`src/rtl/muldiv_hilo_unit.sv`:
```
`default_nettype none
// ============================================================================
//  Module      : muldiv_hilo_unit
//  Description : Iterative multiply/divide unit that owns the HI/LO registers.
//                Radix-2 shift-add multiply and restoring divide on operand
//                magnitudes, with sign correction applied in a final cycle.
//  Revision    : 1.0  initial release
// ============================================================================
module muldiv_hilo_unit #(
    parameter int WIDTH = 32
) (
    input  logic             clk,
    input  logic             reset,
    input  logic             startE,
    input  logic [1:0]       opE,
    input  logic [WIDTH-1:0] srcaE,
    input  logic [WIDTH-1:0] srcbE,
    input  logic             abortE,
    input  logic             hlwriteW,
    input  logic             hlselW,
    input  logic [WIDTH-1:0] hlwdataW,
    output logic             busy,
    output logic             done,
    output logic [WIDTH-1:0] hi,
    output logic [WIDTH-1:0] lo
);

    localparam int c_CNT_W = $clog2(WIDTH + 1);

    typedef enum logic [1:0] {
        S_IDLE = 2'd0,
        S_RUN  = 2'd1,
        S_FIN  = 2'd2
    } state_t;

    state_t               state_q, state_d;
    logic [c_CNT_W-1:0]   count_q, count_d;
    // Multiply: {partial product high, multiplier/product low}
    // Divide  : {partial remainder, dividend/quotient}
    logic [2*WIDTH-1:0]   p_q, p_d;
    logic [WIDTH-1:0]     opnd_q, opnd_d;     // |multiplicand| or |divisor|
    logic [WIDTH-1:0]     araw_q, araw_d;     // raw dividend for divide-by-zero
    logic                 is_div_q, is_div_d;
    logic                 divz_q, divz_d;
    logic                 neg_res_q, neg_res_d;
    logic                 neg_rem_q, neg_rem_d;
    logic                 busy_q, busy_d;
    logic                 done_q, done_d;
    logic [WIDTH-1:0]     hi_q, hi_d;
    logic [WIDTH-1:0]     lo_q, lo_d;

    logic                 w_signed, w_a_neg, w_b_neg;
    logic [WIDTH-1:0]     w_abs_a, w_abs_b;
    logic [WIDTH:0]       w_mul_sum;
    logic [WIDTH:0]       w_rem_sh;
    logic [WIDTH:0]       w_rem_new;
    logic                 w_ge;
    logic [2*WIDTH-1:0]   w_prod;
    logic [WIDTH-1:0]     w_quot;
    logic [WIDTH-1:0]     w_rem;

    assign busy = busy_q;
    assign done = done_q;
    assign hi   = hi_q;
    assign lo   = lo_q;

    // Operand magnitudes, one iteration step of each algorithm, and sign fix-up
    always_comb begin
        w_signed  = ~opE[0];
        w_a_neg   = w_signed & srcaE[WIDTH-1];
        w_b_neg   = w_signed & srcbE[WIDTH-1];
        w_abs_a   = w_a_neg ? (-srcaE) : srcaE;
        w_abs_b   = w_b_neg ? (-srcbE) : srcbE;

        w_mul_sum = {1'b0, p_q[2*WIDTH-1:WIDTH]} + (p_q[0] ? {1'b0, opnd_q} : '0);

        // Remainder is always below the divisor, so the shifted value fits WIDTH+1 bits
        w_rem_sh  = {p_q[2*WIDTH-1:WIDTH], p_q[WIDTH-1]};
        w_ge      = (w_rem_sh >= {1'b0, opnd_q});
        w_rem_new = w_ge ? (w_rem_sh - {1'b0, opnd_q}) : w_rem_sh;

        w_prod    = neg_res_q ? (-p_q) : p_q;
        w_quot    = neg_res_q ? (-p_q[WIDTH-1:0]) : p_q[WIDTH-1:0];
        w_rem     = neg_rem_q ? (-p_q[2*WIDTH-1:WIDTH]) : p_q[2*WIDTH-1:WIDTH];
    end

    // Next-state logic for the IDLE -> RUN -> FIN sequence and HI/LO writes
    always_comb begin
        state_d   = state_q;
        count_d   = count_q;
        p_d       = p_q;
        opnd_d    = opnd_q;
        araw_d    = araw_q;
        is_div_d  = is_div_q;
        divz_d    = divz_q;
        neg_res_d = neg_res_q;
        neg_rem_d = neg_rem_q;
        busy_d    = busy_q;
        done_d    = 1'b0;
        hi_d      = hi_q;
        lo_d      = lo_q;

        case (state_q)
            S_IDLE: begin
                if (hlwriteW) begin
                    if (hlselW) hi_d = hlwdataW;
                    else        lo_d = hlwdataW;
                end
                if (startE && !abortE) begin
                    is_div_d  = opE[1];
                    divz_d    = opE[1] && (srcbE == '0);
                    araw_d    = srcaE;
                    neg_res_d = w_a_neg ^ w_b_neg;
                    neg_rem_d = w_a_neg;
                    opnd_d    = opE[1] ? w_abs_b : w_abs_a;
                    p_d       = {{WIDTH{1'b0}}, (opE[1] ? w_abs_a : w_abs_b)};
                    count_d   = '0;
                    busy_d    = 1'b1;
                    state_d   = S_RUN;
                end
            end
            S_RUN: begin
                if (is_div_q) p_d = {w_rem_new[WIDTH-1:0], p_q[WIDTH-2:0], w_ge};
                else          p_d = {w_mul_sum, p_q[WIDTH-1:1]};
                count_d = count_q + 1'b1;
                if (count_q == c_CNT_W'(WIDTH - 1)) state_d = S_FIN;
            end
            S_FIN: begin
                if (divz_q) begin
                    hi_d = araw_q;
                    lo_d = '1;
                end else if (is_div_q) begin
                    hi_d = w_rem;
                    lo_d = w_quot;
                end else begin
                    {hi_d, lo_d} = w_prod;
                end
                done_d  = 1'b1;
                busy_d  = 1'b0;
                state_d = S_IDLE;
            end
            default: begin
                busy_d  = 1'b0;
                state_d = S_IDLE;
            end
        endcase

        // A flushed instruction cancels the op; results from FIN are discarded too
        if (abortE && (state_q != S_IDLE)) begin
            state_d = S_IDLE;
            busy_d  = 1'b0;
            done_d  = 1'b0;
            hi_d    = hi_q;
            lo_d    = lo_q;
        end
    end

    // State and registered outputs
    always_ff @(posedge clk or posedge reset) begin
        if (reset) begin
            state_q   <= S_IDLE;
            count_q   <= '0;
            p_q       <= '0;
            opnd_q    <= '0;
            araw_q    <= '0;
            is_div_q  <= 1'b0;
            divz_q    <= 1'b0;
            neg_res_q <= 1'b0;
            neg_rem_q <= 1'b0;
            busy_q    <= 1'b0;
            done_q    <= 1'b0;
            hi_q      <= '0;
            lo_q      <= '0;
        end else begin
            state_q   <= state_d;
            count_q   <= count_d;
            p_q       <= p_d;
            opnd_q    <= opnd_d;
            araw_q    <= araw_d;
            is_div_q  <= is_div_d;
            divz_q    <= divz_d;
            neg_res_q <= neg_res_d;
            neg_rem_q <= neg_rem_d;
            busy_q    <= busy_d;
            done_q    <= done_d;
            hi_q      <= hi_d;
            lo_q      <= lo_d;
        end
    end

endmodule
`default_nettype wire
```
`config.mk`:
```
export PLATFORM = sky130hd
export DESIGN_NAME = muldiv_hilo_unit
export DESIGN_NICKNAME = d
export VERILOG_FILES = /design/src/rtl/muldiv_hilo_unit.sv
export SDC_FILE = /design/constraint.sdc
export NUM_CORES = 1
export LEC_CHECK = 0
export ABC_AREA = 1
export CORE_ASPECT_RATIO = 2
export CORE_MARGIN = 8
export CORE_UTILIZATION = 40
export CTS_BUF_LIST = sky130_fd_sc_hd__clkbuf_4
export DETAILED_ROUTE_END_ITERATION = 16
export SLEW_MARGIN = 10
export SYNTH_ARGS = -nofsm -noshare
export SYNTH_HDL_FRONTEND = slang
export SYNTH_SLANG_ARGS = --single-unit
```
`constraint.sdc`:
```
create_clock -name clk -period 13.4 [get_ports clk]
set_input_delay 3.35 -clock clk [delete_from_list [all_inputs] [get_ports clk]]
set_output_delay 3.35 -clock clk [all_outputs]
set_load 0.01 [all_outputs]
```
==> results.sh <==
export IMPL_vias_per_cell=5.59
export IMPL_grt_pass1_wl_um=153000
export IMPL_grt_setup_unrepaired="no"
export IMPL_finalMaxSlewViolations=0
export IMPL_ys_warnings_count=0
export IMPL_dr_vias=24100
export IMPL_core_box_area_um2=50100
export IMPL_report_final_setup_viol=0
export IMPL_routed_wire_length_per_instance_um=25.0
export IMPL_ioPinCount=170
export IMPL_synth_cell_types=49
export IMPL_yosysTopAreaCell="dfrtp_1"
export IMPL_async_flop_share_pct=100
export IMPL_dieWidth_um=175
export IMPL_clock_skew_final_ns=0.0366
export IMPL_clk_pin_slew_ns=0.07
export IMPL_fin_crit_sh_pct=40.7
export IMPL_critical_path_arrival_ns=6.07
export IMPL_synth_commonest_cells="1,102 x nand2_1, 497 x inv_1, 446 x nor2_1"
export IMPL_synth_area_top_cells="dfrtp_1 25%, nand2_1 20%, inv_1 9.2%"
export IMPL_max_slew_margin_rel_pct=11.7
export IMPL_drive_above_1_share_pct=3.77
export IMPL_outcome="completed"
export IMPL_detail_route_wirelength_um=108000
export IMPL_grt_overflow=0
export IMPL_finalNonFillerCells=4309
export IMPL_min_period_ns=5.45
export IMPL_ys_dominant_reg_cell="dfrtp_1"
export IMPL_power_density_nw_per_um2=276
export IMPL_drt_first_pass_iters=6
export IMPL_vias_in_the_first_global_route=23400
export IMPL_nNetsFinal=3799
export IMPL_initial_antenna_violation_count=3
export IMPL_grt_start_max_net_pins=84
export IMPL_postLayoutCoreUtil_pct=46.0
export IMPL_areaGrowthSynthToFinish_pct=13.8
export IMPL_post_cts_setup_buffer_count=0
export IMPL_netlist_instances=3504
export IMPL_drc=0
export IMPL_synth_edff_count=0
export IMPL_place_inst=4219
export IMPL_hp_class="reg -> reg"
export IMPL_detailedRoute_firstIterationViolations=2152
export IMPL_clock_path_buffers=3
export IMPL_cp_max_fanout=56
export IMPL_final_hold_violation_count=0
export IMPL_gp_congestion=1.07
export IMPL_crit_path_start_kind="input port"
export IMPL_cts_sink_count=206
export IMPL_initial_utilization_pct=40.4
export IMPL_syn_avg_cell_area_um2=5.77
export IMPL_fp_dieArea_um2=58400
export IMPL_syn_area_um2=20200
export IMPL_crit_path_class="in -> reg"
export IMPL_critPathRequiredTime_ns=14.01
export IMPL_worstSkewPairLatency_ns=0.75
export IMPL_floorplan_rows=116
export IMPL_syn_nets=3679
export IMPL_worst_pin_slew_ns=1.31
export IMPL_critical_path_endpoint_type="flip-flop"
export IMPL_timing_setup_tns_ns=0
export IMPL_fraction_of_the_yosys_area_taken_by_sequential_cells_pct=25.5
export IMPL_synth_seq_cells=206
export IMPL_cell_at_the_root_of_the_clock_tree="clkbuf_4"
export IMPL_grt_util_all_layers_pct=35.9
export IMPL_tritoncts_num_buffers=52
export IMPL_ant_nets=0
export IMPL_clock_fmax_ghz=0.183
export IMPL_cellLeakagePower_nw=12.1
export IMPL_cts_tree="built"
export IMPL_postCtsResizedCells=0
export IMPL_post_dp_hpwl_um=85100
export IMPL_maxCapViolations=0
export IMPL_port_buffers=169
export IMPL_cts_hold_buffers_added=0
export IMPL_fin_total_pwr_mw=6.34
export IMPL_post_synth_top_area_fraction_pct=25.5
export IMPL_peakVddDrop_mv=0.144
export IMPL_clock_tree_htree_level_count=2
export IMPL_synth_most_common_cell="nand2_1"
export IMPL_die_height_um=334
-- worst max-delay path, stage by stage --
cell,delay [ns]
clkdlybuf4s50_1,0.53
o21ai_2,0.22
o21ai_2,0.10
nor2_4,0.08
buf_4,0.36
nor2_4,0.03
buf_4,0.30
inv_2,0.74
nand2_1,0.10
a21oi_1,0.15
nor2_1,0.05
-- metal layers --
metal	GRT usage [%]	vias to the layer above	part of all wire (%)
met5	0	-	0
met4	36.3	0	12
met3	5.27	443	5.8
met2	64.0	1095	50
met1	33.8	11100	32
li1	-	11400	-
-- cell families after synthesis --
family	after synthesis	share of synthesized area [%]
simple gates	2057	42.4
buf+inv	634	12.2
compound gates	480	13.0
flops	206	25.5
fa+ha+maj	71	4.47
xor+xnor	56	2.43
-- area by class of cell --
type,count,area [µm²]
tap,649,812
clock buffer,71,533
timing repair buffer,191,1860
multi-input combinational,2664,12600
fill,5638,27100
antenna,2,5.00
inverter,509,1920
sequential,206,5160
clock inverter,17,118
-- stage by stage --
stage	instance area (µm²)	hold slack [ns]	setup WS (ns)
5_1_grt	23000	0.503	7.75
4_1_cts	23000	0.491	7.99
3_5_place_dp	22400	0.473	7.23
3_3_place_gp	22400	0.469	7.29
6_report	23000	0.488	7.95
2_1_floorplan	20200	0.443	4.43
-- path summary, 6_finish.rpt --
check / startpoint / end / slack [ns] / cells after the start
max: abortE / p_q[31] / 7.95 / 11
max in group asynchronous: reset / is_div_q / 8.83 / 3
min reg2reg: araw_q[0] / araw_q[0] / 0.49 / 2
min in group asynchronous: reset / araw_q[6] / 3.06 / 2
min: araw_q[0] / araw_q[0] / 0.49 / 2
max reg2reg: p_q[0] / p_q[40] / 9.52 / 16
-- flip-flops by register name, indices dropped and copies added (netlist names), 2 cells and up --
signal / cells
araw_q: 32
lo: 32
state_q: 2
hi: 32
count_q: 6
opnd_q: 32
p_q: 64
-- power breakdown --
group	leakage (nW)	switching (mW)	internal, mW
Sequential	2.46	0.507	0.921
Combinational	9.26	3.00	1.35
Clock	0.383	0.291	0.282
Total	12.1	3.79	2.55
-- cell usage in the layout (no fill, tap or decap), drive strengths merged, types with 7 or more instances in the layout --
cell	n
dfrtp	206
buf	22
nor3	38
o21bai	7
o31ai	7
nand3b	21
a21oi	218
nand2	1103
ha	69
o211ai	22
clkbuf	71
o21ai	181
clkdlybuf4s50	169
o221ai	10
and2	11
inv	509
xor2	40
a22oi	12
nand4	50
xnor2	16
clkinv	15
nor2	459
nand3	367
a31oi	11
Note: power is estimated with default switching activity, not from simulation.
